`config.mk`:
```
export PLATFORM = sky130hd
export DESIGN_NAME = id_ex_stage
export DESIGN_NICKNAME = d
export VERILOG_FILES = /design/src/rtl/id_ex_stage.sv
export SDC_FILE = /design/constraint.sdc
export NUM_CORES = 1
export LEC_CHECK = 0
export ABC_AREA = 1
export ABC_CLOCK_PERIOD_IN_PS = 2500
export CORE_ASPECT_RATIO = 0.7
export CORE_UTILIZATION = 44
export DETAILED_ROUTE_END_ITERATION = 12
export PLACE_DENSITY = 0.87
export SLEW_MARGIN = 25
export SYNTH_ARGS = -nofsm -noshare
export SYNTH_HDL_FRONTEND = slang
export SYNTH_SLANG_ARGS = --single-unit
```
`constraint.sdc`:
```
create_clock -name clk -period 2.5 [get_ports clk]
set_clock_uncertainty 0.2 [all_clocks]
set_input_delay 0.375 -clock clk [delete_from_list [all_inputs] [get_ports clk]]
set_output_delay 0.375 -clock clk [all_outputs]
set_load 0.01 [all_outputs]
```
`src/rtl/id_ex_stage.sv`:
```
// id_ex_stage: instruction decode and ID/EX pipeline register.
// Forwards same-cycle writeback, refreshes held operands, inserts load-use bubbles.
module id_ex_stage #(
    parameter bit BYPASS_EN = 1'b1
) (
    input  logic        clk,
    input  logic        reset,
    input  logic        if_valid,
    input  logic [31:0] if_instr,
    input  logic [31:0] if_pc,
    output logic [4:0]  read_reg1,
    output logic [4:0]  read_reg2,
    input  logic [31:0] read_data1,
    input  logic [31:0] read_data2,
    input  logic        wb_reg_write,
    input  logic [4:0]  wb_write_reg,
    input  logic [31:0] wb_write_data,
    input  logic        flush,
    input  logic        hold,
    output logic        load_use_stall,
    output logic        ex_valid,
    output logic [31:0] ex_pc,
    output logic [31:0] ex_imm,
    output logic [31:0] ex_rs1_data,
    output logic [31:0] ex_rs2_data,
    output logic [4:0]  ex_rs1,
    output logic [4:0]  ex_rs2,
    output logic [4:0]  ex_rd,
    output logic [6:0]  ex_opcode,
    output logic [2:0]  ex_funct3,
    output logic        ex_funct7b5,
    output logic        ex_reg_write,
    output logic        ex_mem_read,
    output logic        ex_mem_write,
    output logic        ex_branch,
    output logic        ex_alu_src,
    output logic        ex_illegal
);
    localparam logic [6:0] OP_R      = 7'b0110011;
    localparam logic [6:0] OP_IMM    = 7'b0010011;
    localparam logic [6:0] OP_LOAD   = 7'b0000011;
    localparam logic [6:0] OP_STORE  = 7'b0100011;
    localparam logic [6:0] OP_BRANCH = 7'b1100011;
    localparam logic [6:0] OP_JAL    = 7'b1101111;
    localparam logic [6:0] OP_JALR   = 7'b1100111;
    localparam logic [6:0] OP_LUI    = 7'b0110111;
    localparam logic [6:0] OP_AUIPC  = 7'b0010111;

    typedef struct packed {
        logic        valid;
        logic [31:0] pc;
        logic [31:0] imm;
        logic [31:0] rs1_data;
        logic [31:0] rs2_data;
        logic [4:0]  rs1;
        logic [4:0]  rs2;
        logic [4:0]  rd;
        logic [6:0]  opcode;
        logic [2:0]  funct3;
        logic        funct7b5;
        logic        reg_write;
        logic        mem_read;
        logic        mem_write;
        logic        branch;
        logic        alu_src;
        logic        illegal;
    } id_ex_t;

    id_ex_t      ex_q;
    id_ex_t      ex_d;
    logic [6:0]  opcode;
    logic [4:0]  rs1;
    logic [4:0]  rs2;
    logic [4:0]  rd;
    logic [31:0] imm_i;
    logic [31:0] imm_s;
    logic [31:0] imm_b;
    logic [31:0] imm_j;
    logic [31:0] imm_u;
    logic        uses_rs1;
    logic        uses_rs2;
    logic        refresh1;
    logic        refresh2;

    assign opcode    = if_instr[6:0];
    assign rs1       = if_instr[19:15];
    assign rs2       = if_instr[24:20];
    assign rd        = if_instr[11:7];
    assign read_reg1 = rs1;
    assign read_reg2 = rs2;

    assign imm_i = {{20{if_instr[31]}}, if_instr[31:20]};
    assign imm_s = {{20{if_instr[31]}}, if_instr[31:25], if_instr[11:7]};
    assign imm_b = {{19{if_instr[31]}}, if_instr[31], if_instr[7],
                    if_instr[30:25], if_instr[11:8], 1'b0};
    assign imm_j = {{11{if_instr[31]}}, if_instr[31], if_instr[19:12],
                    if_instr[20], if_instr[30:21], 1'b0};
    assign imm_u = {if_instr[31:12], 12'b0};

    function automatic logic [31:0] operand(input logic [4:0]  idx,
                                            input logic [31:0] rf);
        if (idx == 5'd0)
            return '0;
        if (BYPASS_EN && wb_reg_write && wb_write_reg == idx)
            return wb_write_data;
        return rf;
    endfunction

    always_comb begin
        ex_d          = '0;
        uses_rs1      = 1'b0;
        uses_rs2      = 1'b0;
        ex_d.valid    = if_valid;
        ex_d.pc       = if_pc;
        ex_d.rs1      = rs1;
        ex_d.rs2      = rs2;
        ex_d.rd       = rd;
        ex_d.opcode   = opcode;
        ex_d.funct3   = if_instr[14:12];
        ex_d.funct7b5 = if_instr[30];
        ex_d.rs1_data = operand(rs1, read_data1);
        ex_d.rs2_data = operand(rs2, read_data2);
        unique case (1'b1)
            opcode == OP_R: begin
                ex_d.reg_write = 1'b1;
                uses_rs1       = 1'b1;
                uses_rs2       = 1'b1;
            end
            opcode == OP_IMM, opcode == OP_JALR: begin
                ex_d.reg_write = 1'b1;
                ex_d.alu_src   = 1'b1;
                ex_d.imm       = imm_i;
                uses_rs1       = 1'b1;
            end
            opcode == OP_LOAD: begin
                ex_d.reg_write = 1'b1;
                ex_d.mem_read  = 1'b1;
                ex_d.alu_src   = 1'b1;
                ex_d.imm       = imm_i;
                uses_rs1       = 1'b1;
            end
            opcode == OP_STORE: begin
                ex_d.mem_write = 1'b1;
                ex_d.alu_src   = 1'b1;
                ex_d.imm       = imm_s;
                uses_rs1       = 1'b1;
                uses_rs2       = 1'b1;
            end
            opcode == OP_BRANCH: begin
                ex_d.branch = 1'b1;
                ex_d.imm    = imm_b;
                uses_rs1    = 1'b1;
                uses_rs2    = 1'b1;
            end
            opcode == OP_JAL: begin
                ex_d.reg_write = 1'b1;
                ex_d.imm       = imm_j;
            end
            opcode == OP_LUI, opcode == OP_AUIPC: begin
                ex_d.reg_write = 1'b1;
                ex_d.alu_src   = 1'b1;
                ex_d.imm       = imm_u;
            end
            default: ex_d.illegal = 1'b1;
        endcase
        ex_d.reg_write = ex_d.reg_write & (rd != 5'd0);
    end

    assign load_use_stall = if_valid & ex_q.valid & ex_q.mem_read
                          & (ex_q.rd != 5'd0)
                          & ((uses_rs1 & (rs1 == ex_q.rd))
                           | (uses_rs2 & (rs2 == ex_q.rd)))
                          & ~flush;

    // A held instruction must still observe writebacks to its sources.
    assign refresh1 = ex_q.valid & wb_reg_write & (wb_write_reg != 5'd0)
                    & (wb_write_reg == ex_q.rs1);
    assign refresh2 = ex_q.valid & wb_reg_write & (wb_write_reg != 5'd0)
                    & (wb_write_reg == ex_q.rs2);

    always_ff @(posedge clk) begin
        if (reset) begin
            ex_q <= '0;
        end else if (flush || (!hold && load_use_stall)) begin
            ex_q.valid     <= 1'b0;
            ex_q.reg_write <= 1'b0;
            ex_q.mem_read  <= 1'b0;
            ex_q.mem_write <= 1'b0;
            ex_q.branch    <= 1'b0;
            ex_q.alu_src   <= 1'b0;
            ex_q.illegal   <= 1'b0;
        end else if (hold) begin
            if (refresh1)
                ex_q.rs1_data <= wb_write_data;
            if (refresh2)
                ex_q.rs2_data <= wb_write_data;
        end else begin
            ex_q <= ex_d;
        end
    end

    assign ex_valid     = ex_q.valid;
    assign ex_pc        = ex_q.pc;
    assign ex_imm       = ex_q.imm;
    assign ex_rs1_data  = ex_q.rs1_data;
    assign ex_rs2_data  = ex_q.rs2_data;
    assign ex_rs1       = ex_q.rs1;
    assign ex_rs2       = ex_q.rs2;
    assign ex_rd        = ex_q.rd;
    assign ex_opcode    = ex_q.opcode;
    assign ex_funct3    = ex_q.funct3;
    assign ex_funct7b5  = ex_q.funct7b5;
    assign ex_reg_write = ex_q.reg_write;
    assign ex_mem_read  = ex_q.mem_read;
    assign ex_mem_write = ex_q.mem_write;
    assign ex_branch    = ex_q.branch;
    assign ex_alu_src   = ex_q.alu_src;
    assign ex_illegal   = ex_q.illegal;
endmodule

```
### After elaboration in Yosys (flattened, before gate mapping)

Cells that the tools add are included.

* logic and storage cells: 97
* flip-flop bits (word level): 161

* bitwise operators: 16
* multiplexer cells: 26
* eq/ne operators: 17
* reductions and logical operators: 21

Operators with widths (count)
* $mux 32: 10
* $pmux 32 s5: 1
* $mux 64: 1
* $eq 5x5->1: 6
* $eq 7x6->1 const B: 3
* $eq 7x7->1 const B: 3
* $reduce_bool 5->1: 3
* $eq 7x5->1 const B: 2
* $mux 1: 14
* $and 1x1->1: 12
* $reduce_or 6->1: 2
* $logic_not 5->1: 2
* $reduce_or 9->1: 1
* $eq 7x2->1 const B: 1
* $reduce_or 7->1: 1
* $reduce_and 2->1: 3
* $reduce_or 3->1: 2
* $ne 2x1->1 const B: 2
* $reduce_or 2->1: 2
* $logic_and 1x1->1: 3
* $not 1->1: 3
* $logic_not 1->1: 1
* $logic_or 1x1->1: 1
* $or 1x1->1: 1

### Depth between registers and ports, before layout

Gate-level depths: netlist (run 1).

* word-level depth: 11
* depth in mapped cells: 14
* depth with buffers taken out: 13

### Worst setup path after synthesis (run 1)

Ideal clock, no wire load.

* path type: input -> register
* from: input port if_instr[1]
* to: register ex_q (netlist bit ex_funct3[0])
* setup slack: 553 ps
* arrival time: 1611 ps
* stages: 13
* required time: 2164 ps
* path buffers: 2
* path through: nand2_2 > nor3_4 > nand2_1 > nand2_1 > nor2_2 > nor2_4 > nand2_2 > nand3_4 > inv_2 > buf_6 > buf_4 > nand2_1 > a21oi_2

* longest elaborated chain between the ends: 11
* elaborated cells on any way between the ends: 19

RTL lines
* from (decl): RTL line 9 `input logic [31:0] if_instr,`
* $eq 7x6->1, or another cell as far along: RTL line 124 `opcode == OP_R: begin`
* $reduce_or 6->1 (no source line) or $reduce_or 3->1 (tied branches)
* $mux 1: RTL line 123 `unique case (1'b1)`
* $and 1x1->1, on equally long branches: RTL line 171, 172
* $or 1x1->1 (*): RTL line 172 `| (uses_rs2 & (rs2 == ex_q.rd)))`
* $and 1x1->1 (*): RTL line 171 `& ((uses_rs1 & (rs1 == ex_q.rd))`
* $and 1x1->1 (*): RTL line 173 `& ~flush;`
* $logic_and 1x1->1 (*): RTL line 184 `end else if (flush || (!hold && load_use_stall)) begin`
* $logic_or 1x1->1 (*): RTL line 184
* $not 1->1 (no source line) (*)
* $reduce_and 2->1 (no source line) (*)
* to (decl): RTL line 69 `id_ex_t ex_q;`

Mark *: on every way between the ends. The rest lies on a longest branch, timed or not.
A chain may end at the register's enable or synchronous reset.

### Final worst setup path (run 1)

* from: input port if_instr[22]
* to: output port load_use_stall

* longest elaborated chain between the ends: 5

RTL lines
* $eq 5x5->1: RTL line 172
* $and 1x1->1: RTL line 172
* $or 1x1->1: RTL line 172
* $and 1x1->1: RTL line 171
* $and 1x1->1: RTL line 173
* to (decl): RTL line 20 `output logic load_use_stall,`

Every way passes these cells.

==> results by group, run 1 <==
Worst setup path
  – Startpoint Class: primary input
  – Worst endpoint data arrival time: 1.81 ns
  – CP max-delay cell: clkdlybuf4s50_1
  – CP Class: primary input to output port
  – Worst endpoint required time: 1.92 ns
  – Crit-path most repeated cell: nand2_2
  – CP max FO: 5
  – Crit-path cells: clkdlybuf4s50_1 -> xor2_1 -> nor2_1 -> nand3_1 -> nand2_2 -> nand2_2 -> inv_1 -> buf_2
  – Slowest stage delay, CP: 0.58 ns
  – Setup crit end kind: output port

STA
  – Final Slew Violations: 0
  – Fin worst setup slack: 0.120 ns
  – Fin crit share: 95.2%
  – Unrepaired setup endpoints after global routing: no
  – Crit path time final: 2.38 ns
  – FMAX: 420 MHz
  – Worst hold slack: 0.0899 ns
  – Setup-failing EPs final: 0
  – Worst-Margin Slew: 0.923 ns
  – Final hold violation count: 0
  – Slew margin rel.: 38.5%

Cells and area
  – Final #Nets: 1911
  – P&R area growth vs syn: 56.1%
  – FF/Latch Area: 3220 µm²
  – Share of cells above drive strength 1: 10.4%
  – Most common cell after layout, fill and taps aside: nand2_1
  – Layout fillers: 1574
  – Diode count: 0
  – Multi-input logic area: 4360 µm²
  – Most frequent cells in the layout: 470 x nand2_1, 332 x clkdlybuf4s50_1, 189 x nor2_1

Global routing
  – Pin count of the biggest net entering global routing: 79
  – Gr ovfl total: 0
  – Initial antenna violation count: 0
  – Vias in the first global route: 9155
  – Global-route wire length before repair: 49.3 mm
  – Gr usage total: 31.9%

Floorplanning
  – Rows: 42
  – Die Span Y: 119 µm
  – Starting density of the core: 45.2%
  – Die ar.: 20100 µm²
  – Core Box Area: 19000 µm²
  – IO Count: 343
  – Die W: 169 µm

Synthesis
  – Flops & latches, synth: 161
  – Area share of the largest cell type after synthesis: 37.6%
  – Mapped Nets: 1544
  – Ys Warns: 0
  – Netlist cell types: 34
  – Sequential area share after synthesis: 37.6%
  – Post-Syn Area: 8570 µm²
  – Syn Area/Cell: 6.24 µm²
  – Mapped Cells: 1373
  – Synth area leaders: dfxtp_1 38%, nand2_1 21%, nor2_1 8.3%, a21oi_1 7.6%, inv_1 6.1%
  – Yosys top cell by area: dfxtp_1

Min path
  – Min-Delay Path Class: primary input to register

Drt
  – WL per Instance: 16.2 µm
  – Vias per inst: 4.97
  – Total wire length: 32.6 mm
  – Iteration count of the initial detailed-routing pass: 6
  – DR vias: 10024
  – DRT antenna net count: 0
  – DRC violations left: 0
  – Detailed Route Iter0 Violations: 1033

Clock tree
  – Clock tree root buffer cell: clkbuf_16
  – Clock-pin slew on the worst setup and hold paths: 0.07 ns
  – CTS Buffer Depth: 2
  – CTS tree: yes
  – Sink Count: 161
  – Worst-Skew Late Latency: 0.42 ns
  – Setup Fix Bufs, Post-CTS: 0
  – CTS H-Tree Depth: 4
  – Cts bufs inserted: 17

Outcome
  – Outcome: finished, final reports clean

Power
  – Static leakage: 6.09 nW
  – Power per Cell Area: 511 nW/µm²
  – Overall Power: 0.00684 W
  – Maximum vdd ir drop: 0.000531 V

Placement
  – Dpl ws: -0.294 ns
  – Final Wtd Congestion: 0.942
  – HPWL after DPL: 24.7 mm
  – Port Buffer Count: 342

Run
  – Max-cap viol count: 0
==> cell type report <==
cell class	count	share of cell area [%]
inverters	145	4.07
clock inverters	13	0.869
repair buffers	435	32.6
well taps	264	2.47
clock buffers	19	3.38
flip-flops and latches	161	24.1
multi-input cells	980	32.6
==> flip-flops by register name, indices dropped and copies added, names as in the netlist, 5 cells and up <==
signal and cells:
ex_rs2_data 32, ex_pc 32, ex_opcode 7, ex_rs2 5, ex_rs1_data 32, ex_rs1 5, ex_imm 32, ex_rd 5
==> synth_stat cells (all sizes together) <==
library cell,number
nor2,195
xor2,8
o21ai,60
nand2,486
buf,54
a21oi,141
o31ai,1
nor3,5
o211ai,4
a21o,1
or2,12
a22oi,5
o2111ai,1
inv,145
or3,1
nand4,22
o21a,1
clkbuf,33
dfxtp,161
nand3,26
o311ai,1
xnor2,10
==> power by group <==
group | internal, W | switching (W) | leakage (nW)
sequential | 0.00270 | 0.0000855 | 1.32
clock | 0.00136 | 0.00118 | 0.281
combinational | 0.000772 | 0.000739 | 4.49
==> timing repair <==
item                       CTS  global route
setup endpoints to repair    1             1
resized for setup            6            10
pin swaps                    2             3
hold buffers                 0             0
hold endpoints to repair     0             0
==> metrics by stage <==
stage,std cells,utilization (%),setup TNS (ns),area [µm²]
after detailed placement,1985,67.4,-25.55,12800
after floorplan,1373,-,0,8570
after global routing,2017,70.6,0,13400
after CTS,2017,70.5,0,13400
final,2017,70.6,0,13400
after global placement,1985,67.4,-16.60,12800
==> metal layers <==
metal	vias to the layer above	track usage, %	share of wire (%)
met5	-	0	0
met4	0	9.43	2.3
met3	57	6.43	9.8
met2	527	48.1	43
met1	4469	45.5	45
li1	4971	-	-
==> worst paths after layout <==
| path | slack, ns | from | end | cells after the start |
|---|---|---|---|---|
| setup reg to reg | 0.23 | ex_rd[0] | ex_rd[1] | 10 |
| setup / recovery | 0.12 | if_instr[22] | load_use_stall | 8 |
| hold / removal | 0.09 | if_instr[0] | ex_opcode[0] | 3 |
| hold reg to reg | 0.26 | ex_pc[4] | ex_pc[4] | 2 |
==> critical path, delay by kind of cell <==
kind	cells	cell delay, ns
xor+xnor	1	0.22
buf+inv	3	0.79
simple gates	4	0.41
==> kinds of logic (layout without fill, tap and decap cells) <==
kind of cell	count (synthesis)	in the layout	share of synthesized area [%]
AND/OR/NAND/NOR	747	747	35.4
AO/OA/AOI/OAI	215	215	13.4
XOR/XNOR	18	18	1.84
flip-flops	161	161	37.6
buffers and inverters	232	612	11.7
Power figures use the tool's default switching activity.
==> inputs of run 2 (changes only) <==
ABC_CLOCK_PERIOD_IN_PS = default   (was 2500)
==> results of run 2 <==
No change in the layout: final DEF, timing and power equal those of run 1.
